## src/rtl/gate_vector_sequencer_if.sv

```systemverilog
// Stimulus/response bundle between gate_vector_sequencer and its controller.
// The sequencer binds to master; the controller/gate model binds to slave.
interface gate_vector_sequencer_if #(
    parameter int N_IN = 2
);
    logic            start;
    logic [2:0]      gate_sel;
    logic [N_IN-1:0] dut_in;
    logic            dut_y;
    logic            busy;
    logic            done;
    logic            pass;
    logic [N_IN:0]   err_count;
    logic [N_IN-1:0] first_err_vec;
    logic            first_err_valid;

    modport master (
        input  start, gate_sel, dut_y,
        output dut_in, busy, done, pass,
        output err_count, first_err_vec, first_err_valid
    );

    modport slave (
        output start, gate_sel, dut_y,
        input  dut_in, busy, done, pass,
        input  err_count, first_err_vec, first_err_valid
    );
endinterface

```

## src/rtl/gate_vector_sequencer.sv

```systemverilog
// Exhaustive truth-table sequencer for a basic gate under test.
// Holds each vector SETTLE cycles, then checks dut_y in one sample cycle.
module gate_vector_sequencer #(
    parameter int N_IN   = 2,
    parameter int SETTLE = 1
) (
    input  logic                    clk,
    input  logic                    rst_n,
    gate_vector_sequencer_if.master bus
);
    localparam int CW = (SETTLE > 1) ? $clog2(SETTLE) : 1;
    localparam logic [CW-1:0]   CMAX = CW'(SETTLE - 1);
    localparam logic [CW-1:0]   CONE = CW'(1);
    localparam logic [N_IN-1:0] LAST = '1;
    localparam logic [N_IN-1:0] VONE = N_IN'(1);
    localparam logic [N_IN:0]   EONE = (N_IN + 1)'(1);

    typedef enum logic [1:0] {
        S_IDLE,
        S_SETTLE,
        S_SAMPLE,
        S_DONE
    } state_t;

    state_t          state;
    state_t          nxt;
    logic [CW-1:0]   cnt;
    logic [2:0]      sel;
    logic [N_IN-1:0] vec;
    logic [N_IN:0]   errs;
    logic [N_IN-1:0] fvec;
    logic            fvalid;
    logic            pass_q;
    logic            exp_y;
    logic            mism;

    always_ff @(posedge clk) begin
        if (!rst_n) state <= S_IDLE;
        else        state <= nxt;
    end

    always_comb begin
        nxt = state;
        unique case (state)
            S_IDLE:   if (bus.start) nxt = S_SETTLE;
            S_SETTLE: if (cnt == CMAX) nxt = S_SAMPLE;
            S_SAMPLE: nxt = (vec == LAST) ? S_DONE : S_SETTLE;
            S_DONE:   nxt = S_IDLE;
            default:  nxt = S_IDLE;
        endcase
    end

    always_comb begin
        bus.busy = (state == S_SETTLE) || (state == S_SAMPLE);
        bus.done = (state == S_DONE);
    end

    // NOT/BUF look only at bit 0; the reductions cover every input.
    always_comb begin
        exp_y = 1'b0;
        unique case (sel)
            3'd0: exp_y = &vec;
            3'd1: exp_y = |vec;
            3'd2: exp_y = ~&vec;
            3'd3: exp_y = ~|vec;
            3'd4: exp_y = ^vec;
            3'd5: exp_y = ~^vec;
            3'd6: exp_y = ~vec[0];
            3'd7: exp_y = vec[0];
            default: exp_y = 1'b0;
        endcase
    end

    assign mism = bus.dut_y ^ exp_y;

    always_ff @(posedge clk) begin
        if (!rst_n) begin
            cnt    <= '0;
            sel    <= '0;
            vec    <= '0;
            errs   <= '0;
            fvec   <= '0;
            fvalid <= 1'b0;
            pass_q <= 1'b0;
        end else begin
            unique case (state)
                S_IDLE: begin
                    if (bus.start) begin
                        sel    <= bus.gate_sel;
                        vec    <= '0;
                        errs   <= '0;
                        fvec   <= '0;
                        fvalid <= 1'b0;
                        pass_q <= 1'b0;
                        cnt    <= '0;
                    end
                end
                S_SETTLE: cnt <= cnt + CONE;
                S_SAMPLE: begin
                    if (mism) begin
                        errs <= errs + EONE;
                        if (!fvalid) begin
                            fvec   <= vec;
                            fvalid <= 1'b1;
                        end
                    end
                    // Last vector stays on dut_in after the run.
                    if (vec == LAST) begin
                        pass_q <= (errs == '0) && !mism;
                    end else begin
                        vec <= vec + VONE;
                        cnt <= '0;
                    end
                end
                default: ;
            endcase
        end
    end

    assign bus.dut_in          = vec;
    assign bus.err_count       = errs;
    assign bus.first_err_vec   = fvec;
    assign bus.first_err_valid = fvalid;
    assign bus.pass            = pass_q;
endmodule

```

## src/flat_wrapper.sv

```systemverilog
// flat-port wrapper written by rule: the top's interface ports become plain ports
module gate_vector_sequencer_flat 
#(
    parameter int N_IN   = 2,
    parameter int SETTLE = 1
)
  (clk, rst_n, bus_start, bus_gate_sel, bus_dut_y, bus_dut_in, bus_busy, bus_done, bus_pass, bus_err_count, bus_first_err_vec, bus_first_err_valid);
  gate_vector_sequencer_if #(.N_IN(N_IN)) bus_i ();
  input  logic clk;
  input  logic rst_n;
  input wire logic [$bits(bus_i.start)-1:0] bus_start;
  input wire logic [$bits(bus_i.gate_sel)-1:0] bus_gate_sel;
  input wire logic [$bits(bus_i.dut_y)-1:0] bus_dut_y;
  output wire logic [$bits(bus_i.dut_in)-1:0] bus_dut_in;
  output wire logic [$bits(bus_i.busy)-1:0] bus_busy;
  output wire logic [$bits(bus_i.done)-1:0] bus_done;
  output wire logic [$bits(bus_i.pass)-1:0] bus_pass;
  output wire logic [$bits(bus_i.err_count)-1:0] bus_err_count;
  output wire logic [$bits(bus_i.first_err_vec)-1:0] bus_first_err_vec;
  output wire logic [$bits(bus_i.first_err_valid)-1:0] bus_first_err_valid;
  assign bus_i.start = bus_start;
  assign bus_i.gate_sel = bus_gate_sel;
  assign bus_i.dut_y = bus_dut_y;
  assign bus_dut_in = bus_i.dut_in;
  assign bus_busy = bus_i.busy;
  assign bus_done = bus_i.done;
  assign bus_pass = bus_i.pass;
  assign bus_err_count = bus_i.err_count;
  assign bus_first_err_vec = bus_i.first_err_vec;
  assign bus_first_err_valid = bus_i.first_err_valid;
  gate_vector_sequencer #(.N_IN(N_IN), .SETTLE(SETTLE)) u_core (.clk(clk), .rst_n(rst_n), .bus(bus_i));
endmodule
```

## config.mk

```make
export PLATFORM = sky130hd
export DESIGN_NAME = gate_vector_sequencer_flat
export DESIGN_NICKNAME = d
export VERILOG_FILES = /design/src/rtl/gate_vector_sequencer_if.sv /design/src/rtl/gate_vector_sequencer.sv /design/src/flat_wrapper.sv
export SDC_FILE = /design/constraint.sdc
export NUM_CORES = 1
export LEC_CHECK = 0
export CELL_PAD_IN_SITES_DETAIL_PLACEMENT = 0
export CELL_PAD_IN_SITES_GLOBAL_PLACEMENT = 2
export CORE_ASPECT_RATIO = 1.4
export CORE_UTILIZATION = 31
export DETAILED_ROUTE_END_ITERATION = 16
export PLACE_DENSITY = 0.8
export REMOVE_ABC_BUFFERS = 1
export SLEW_MARGIN = 20
export SYNTH_ARGS = -nofsm -noshare
export SYNTH_HDL_FRONTEND = slang
export SYNTH_SLANG_ARGS = --single-unit
```

## constraint.sdc

```tcl
create_clock -name clk -period 3.6 [get_ports clk]
set_input_delay 0.72 -clock clk [delete_from_list [all_inputs] [get_ports clk]]
set_output_delay 0.72 -clock clk [all_outputs]
set_load 0.05 [all_outputs]
```

==> results of run 1 <==
## layer usage
metal	track usage	wire length, µm	vias to the layer above
met5	0	0	-
met4	0.06429	12	0
met3	0.02507	46	2
met2	0.2396	912	12
met1	0.1997	932	352
li1	-	-	396
## state kept, by name, indices dropped and copies added, names as in the netlist
signal and flops:
u_core.bus.dut_in 2, u_core.bus.err_count 3, u_core.bus.first_err_valid 1, u_core.bus.first_err_vec 2, u_core.bus.pass 1, u_core.cnt 1
u_core.sel 3, u_core.state 2
## per-stage QoR
stage	area (µm²)	total power, W	util	worst slack [ps]
floorplan	850.8	0.0004911	-	1205
global route	1092	0.0007299	0.4134	895.5
detailed placement	1066	0.0005795	0.4034	1173
CTS	1092	0.0006805	0.4134	987.6
global placement	1066	0.0005773	0.4034	1189
finish	1092	0.0006745	0.4134	1009
## layout by cell type, fill, tap and decap left out, types with 2 or more instances in the layout
cell type	count
a22oi_1	2
a21oi_1	8
xnor2_1	2
nor3_1	3
dfxtp_1	15
o22ai_1	3
o21ai_0	3
or3_1	2
inv_1	7
mux2i_1	4
ha_1	8
clkdlybuf4s50_1	17
nand2_1	16
clkbuf_4	3
nor2_1	8
nand3_1	4
nor2b_1	3
## worst paths after layout
kind | to | slack [ps] | cells past startpoint
min reg2reg | u_core.bus.first_err_vec[1] | 470 | 2
min | u_core.bus.first_err_vec[1] | 470 | 2
max reg2reg | u_core.bus.first_err_valid | 1400 | 9
max | bus_busy | 1010 | 3
## tightest hold or removal path: stages (launching register included)
cell,delay (ps)
dfxtp_1,320
nand2_1,50
o22ai_1,60
## power groups by stage
stage                     Clock [W]  Sequential, W  Combinational (W)
final                      0.000100       0.000221           0.000353
after global routing       0.000113       0.000227           0.000390
after CTS                  0.000102       0.000222           0.000356
after detailed placement          0       0.000226           0.000354
after global placement            0       0.000224           0.000353
after floorplan                   0       0.000245           0.000246
## logic make-up (layout without fill, tap and decap cells)
kind of cell	count (synthesis)	in the layout	synth area share
compound gates	23	23	0.1748
xor+xnor	2	2	0.02023
fa+ha+maj	8	8	0.1156
buf+inv	10	28	0.04770
flops	15	15	0.3468
mux	4	4	0.04624
simple gates	42	42	0.2486
## cell type report
type                    instances  area (µm²)
fillers                       303        1550
multi-input cells              79       524.3
well taps                      36       45.04
repair buffers                 17       170.2
inverters                       7       26.28
clock buffers                   4       26.28
flip-flops and latches         15       300.3
==> qor.txt, run 1 <==
global-route wire length before repair - 3394 µm
Clock transition at path regs - 100 ps
clock sink count - 15
RSZ-0062 raised after global routing - false
Antenna Cells - 0
Net Switching - 0.0003032 W
# setup viols final - 0
Crit Path Category - reg -> out
Gate power share - 0.523
vias in the first global route - 757
die area - 0.003011 mm²
num rows - 22
initial antenna violation count - 0
GRT overflow - 0
First-pass DRT Iterations - 4
DRC viols - 0
top-count cell post-synth - nand2_1
via count - 762
GP Congestion - 0.7699
Hold Path Origin - u_core.bus.first_err_vec[1]
top_reg_cell synth - dfxtp_1
CTS tree - built
Sw Share - 0.4495
hold buffers post-CTS - 0
internal power - 0.0003713 W
Final Max Slew Viols - 0
sequential power share - 0.328
max-cap viol count - 0
Fin. Hold Viols - 0
setup bufs post-CTS - 0
status - finished clean
Async SR Flop Fraction - 0
initial DRC count - 8
Initial Util - 0.3277
post-DP HPWL - 1412 µm
worst-path cell chain - inv_1 > ha_1 > clkdlybuf4s50_1
clock latency on the worst-skew pair - 290 ps
share of layout cells above drive strength 1 - 0.06557
pwr dens - 617.5 mW/mm²
final hold slack - 466.6 ps
Routed wire per std cell - 12.05 µm
Routed WL - 1904 µm
antenna-violating nets left - 0
post-synthesis cell type count - 30
register area share after synthesis - 0.3468
CP Data Required Time - 2880 ps
CTS Buffer Depth - 2
Worst path max stage delay - 790 ps
CTS buffer count - 3
crit path max-delay cell type - clkdlybuf4s50_1
clock root buffer - clkbuf_4
crit path launch - u_core.state[1]
startpoint of the worst register-to-register path - u_core.bus.dut_in[0]
max_slew headroom - 0.6118
die height - 64.53 µm
#FFs+latches synth - 15
Period minus WS final - 2591 ps
largest net degree at the start of global routing - 13
post_cts resized - 0
Area Growth Syn to Fin - 26.16%
Ys Warns - 0
H-tree depth - 1
Area contributors post-synth - dfxtp_1 35%, ha_1 12%, nand2_1 6.9%
critical path fanouts, max - 5
mean number of vias per cell - 4.823
die width - 46.67 µm
Final nets - 138
Crit path buffers/inverters - 2
Synth Cell Area - 865.8 µm²
crit-path leading delay family - buffers and inverters
Placed Cells - 154
skew final - 8.455 ps
post-synth top area cell - dfxtp_1
setup TNS - 0 ps
Tot GR Track Use - 0.1528
Core ar. - 0.002643 mm²
min-delay worst type - reg -> reg
Yosys top cell area share - 0.3468
number of top-level pins - 18
Post-Syn Instances - 104
Post-synth top cells - 16 x nand2_1, 15 x dfxtp_1, 8 x a21oi_1, 8 x ha_1, 8 x nor2_1
fin cells - 158
Post-synth EDFFs - 0
PortBufs - 17
Final period util - 0.7197
Max Fclk - 386.0 MHz
Setup crit start kind - flip-flop
Mean Syn Cell Area - 8.325 µm²
Worst EP arrival - 1870 ps
Leak - 0.4102 nW
worst vdd ir - 0.3823 mV
Worst-Margin Slew - 578.4 ps
Crit. End Element - output pin
clock power share - 0.149
Note: power is estimated with default switching activity, not from simulation.
==> run 2, diff against run 1 <==
--- a/config.mk
+++ b/config.mk
@@ -8,9 +8,9 @@
 export CELL_PAD_IN_SITES_DETAIL_PLACEMENT = 0
 export CELL_PAD_IN_SITES_GLOBAL_PLACEMENT = 2
 export CORE_ASPECT_RATIO = 1.4
-export CORE_UTILIZATION = 31
+export CORE_UTILIZATION = 26
 export DETAILED_ROUTE_END_ITERATION = 16
-export PLACE_DENSITY = 0.8
+export PLACE_DENSITY = 0.72
 export REMOVE_ABC_BUFFERS = 1
 export SLEW_MARGIN = 20
 export SYNTH_ARGS = -nofsm -noshare
==> constraint.sdc (replaced) <==
create_clock -name clk -period 2.3 [get_ports clk]
set_input_delay 0.46 -clock clk [delete_from_list [all_inputs] [get_ports clk]]
set_output_delay 0.46 -clock clk [all_outputs]
set_load 0.05 [all_outputs]
==> run 2 against run 1 <==
Design area is 6.6% higher; sequential power rose by 54%; largest power group unchanged; largest cell class unchanged; first-iteration DRC count stayed put.
==> qor.txt, run 2 (synthesized netlist as in run 1, its figures left out) <==
post_cts resized - 0 (unchanged)
DRC viols - 0 (unchanged)
critical path fanouts, max - 5 (unchanged)
Leak - 0.4552 nW (+11%)
Net Switching - 0.0004816 W (+59%)
Antenna Cells - 0 (unchanged)
sequential power share - 0.301 (-0.027)
mean number of vias per cell - 4.542 (-5.8%)
hold buffers post-CTS - 0 (unchanged)
die height - 70.28 µm (+8.9%)
CP Data Required Time - 1840 ps (-1040 ps)
initial DRC count - 8 (unchanged)
CTS buffer count - 3 (unchanged)
max_slew headroom - 0.6065 (-0.005339)
Crit Path Category - reg -> out
Tot GR Track Use - 0.1258 (-0.02699)
Fin. Hold Viols - 0 (unchanged)
number of top-level pins - 18 (unchanged)
Hold Path Origin - u_core.bus.first_err_vec[0]
FF-to-FF setup slack - 350 ps (-1050 ps)
Register Area - 300.3 µm² (unchanged)
Max Fclk - 475.2 MHz
clock power share - 0.192 (+0.043)
clock sink count - 15 (unchanged)
status - finished clean
global-route wire length before repair - 3456 µm (+1.8%)
most frequent cells in the layout - 16 x nand2_1, 16 x clkdlybuf4s50_1, 15 x dfxtp_1
Setup crit start kind - flip-flop
Routed wire per std cell - 11.86 µm (-1.6%)
H-tree depth - 1 (unchanged)
Period minus WS final - 2105 ps
via count - 763 (+0.13%)
clock root buffer - clkbuf_8
Initial Util - 0.2746 (-0.05305)
Design Area, Final - 0.001165 mm² (+6.6%)
GP Congestion - 0.7115 (-7.6%)
Finished Core Util - 0.3694 (-0.04391)
largest net degree at the start of global routing - 11 (-2)
Routed WL - 1993 µm (+4.7%)
die width - 50.77 µm (+8.8%)
pwr dens - 970.6 mW/mm² (+57%)
startpoint of the worst register-to-register path - u_core.bus.dut_in[1]
Layout fillers - 345 (+14%)
num rows - 24 (+9.1%)
Worst-Margin Slew - 586.3 ps (+7.955 ps)
Crit. End Element - output pin
Final nets - 145 (+5.1%)
reg2reg end - u_core.bus.err_count[1]
min-delay worst type - reg -> reg
Area Growth Syn to Fin - 34.54%
post-DP HPWL - 1574 µm (+11%)
setup bufs post-CTS - 0 (unchanged)
CTS tree - built
initial antenna violation count - 0 (unchanged)
setup TNS - 0 ps (unchanged)
clock latency on the worst-skew pair - 250 ps (-40 ps)
# setup viols final - 0 (unchanged)
skew final - 4.402 ps (-4.053 ps)
Core ar. - 0.003153 mm² (+19%)
Gate power share - 0.507 (-0.016)
die area - 0.003568 mm² (+18%)
area of the multi-input gates - 524.3 µm² (unchanged)
GRT overflow - 0 (unchanged)
Clock transition at path regs - 70 ps (-30 ps)
reg2reg path depth - 10 (+1)
Final Max Slew Viols - 0 (unchanged)
share of layout cells above drive strength 1 - 0.1240 (+0.05846)
Min-Delay Endpoint - u_core.bus.first_err_vec[0]
PortBufs - 17 (unchanged)
Worst EP arrival - 1640 ps (-230 ps)
Design Power - 0.001131 W (+68%)
worst vdd ir - 0.7655 mV (+100%)
hold depth - 2 (unchanged)
internal power - 0.0006490 W (+75%)
CTS Buffer Depth - 2 (unchanged)
First-pass DRT Iterations - 3 (-1)
max-cap viol count - 0 (unchanged)
Final period util - 0.9150
Sw Share - 0.4260 (-0.02351)
RSZ-0062 raised after global routing - false
vias in the first global route - 794 (+4.9%)
Post-DP Area - 0.001120 mm² (+5.0%)
antenna-violating nets left - 0 (unchanged)
## run 2: through the flow
step | instances | hold slack [ps] | setup slack, ps
floorplan | 101 | 449.6 | -94.74
global route | 168 | 483.1 | 106.5
detailed placement | 164 | 464.7 | 249.2
finish | 168 | 467.2 | 195.4
global placement | 164 | 465.2 | 240.6
CTS | 168 | 474.1 | 184.2
## run 2: worst max-delay path by stage
| stage | endpoint | from | cells past startpoint | slack [ps] |
|---|---|---|---|---|
| after floorplan | u_core.bus.err_count[0] | u_core.bus.dut_in[0] | 9 | -90 |
| after global placement | u_core.bus.err_count[1] | bus_start | 5 | 240 |
| after detailed placement | u_core.bus.err_count[1] | bus_start | 5 | 250 |
| after CTS | bus_done | u_core.state[0] | 2 | 180 |
| after global routing | u_core.bus.err_count[1] | u_core.bus.dut_in[1] | 10 | 110 |
| final | bus_done | u_core.state[1] | 2 | 200 |
## run 2: critical path, stage by stage (launching register included)
cell             delay [ps]
dfxtp_1                 400
ha_1                    200
clkdlybuf4s50_1         810
## run 2: power groups by stage
| stage | Sequential [W] | Clock [W] | Combinational (W) |
|---|---|---|---|
| floorplan | 0.000384 | 0 | 0.000385 |
| global placement | 0.000348 | 0 | 0.000577 |
| detailed placement | 0.000347 | 0 | 0.000576 |
| CTS | 0.000341 | 0.000225 | 0.000579 |
| global route | 0.000348 | 0.000238 | 0.000633 |
| finish | 0.000340 | 0.000217 | 0.000573 |
## run 2: final cells by class
class / instances / share of cell area
repair buffers: 24 / 0.1890
inverters: 7 / 0.02256
flip-flops and latches: 15 / 0.2578
well taps: 39 / 0.04189
multi-input cells: 79 / 0.4501
clock buffers: 4 / 0.03867
## run 2: routing by layer
layer,GRT usage,vias to the layer above,share of wire
met5,0,-,0
met4,0.05556,0,0.012
met3,0.01525,2,0.030
met2,0.2178,12,0.49
met1,0.1508,343,0.47
li1,-,406,-
==> run 3, diff against run 2 <==
--- a/config.mk
+++ b/config.mk
@@ -12,7 +12,9 @@
 export DETAILED_ROUTE_END_ITERATION = 16
 export PLACE_DENSITY = 0.72
 export REMOVE_ABC_BUFFERS = 1
+export SKIP_LAST_GASP = 1
 export SLEW_MARGIN = 20
 export SYNTH_ARGS = -nofsm -noshare
 export SYNTH_HDL_FRONTEND = slang
 export SYNTH_SLANG_ARGS = --single-unit
+export TNS_END_PERCENT = 50
==> results of run 3 <==
Final layout, timing and power as in run 2 (identical DEF).
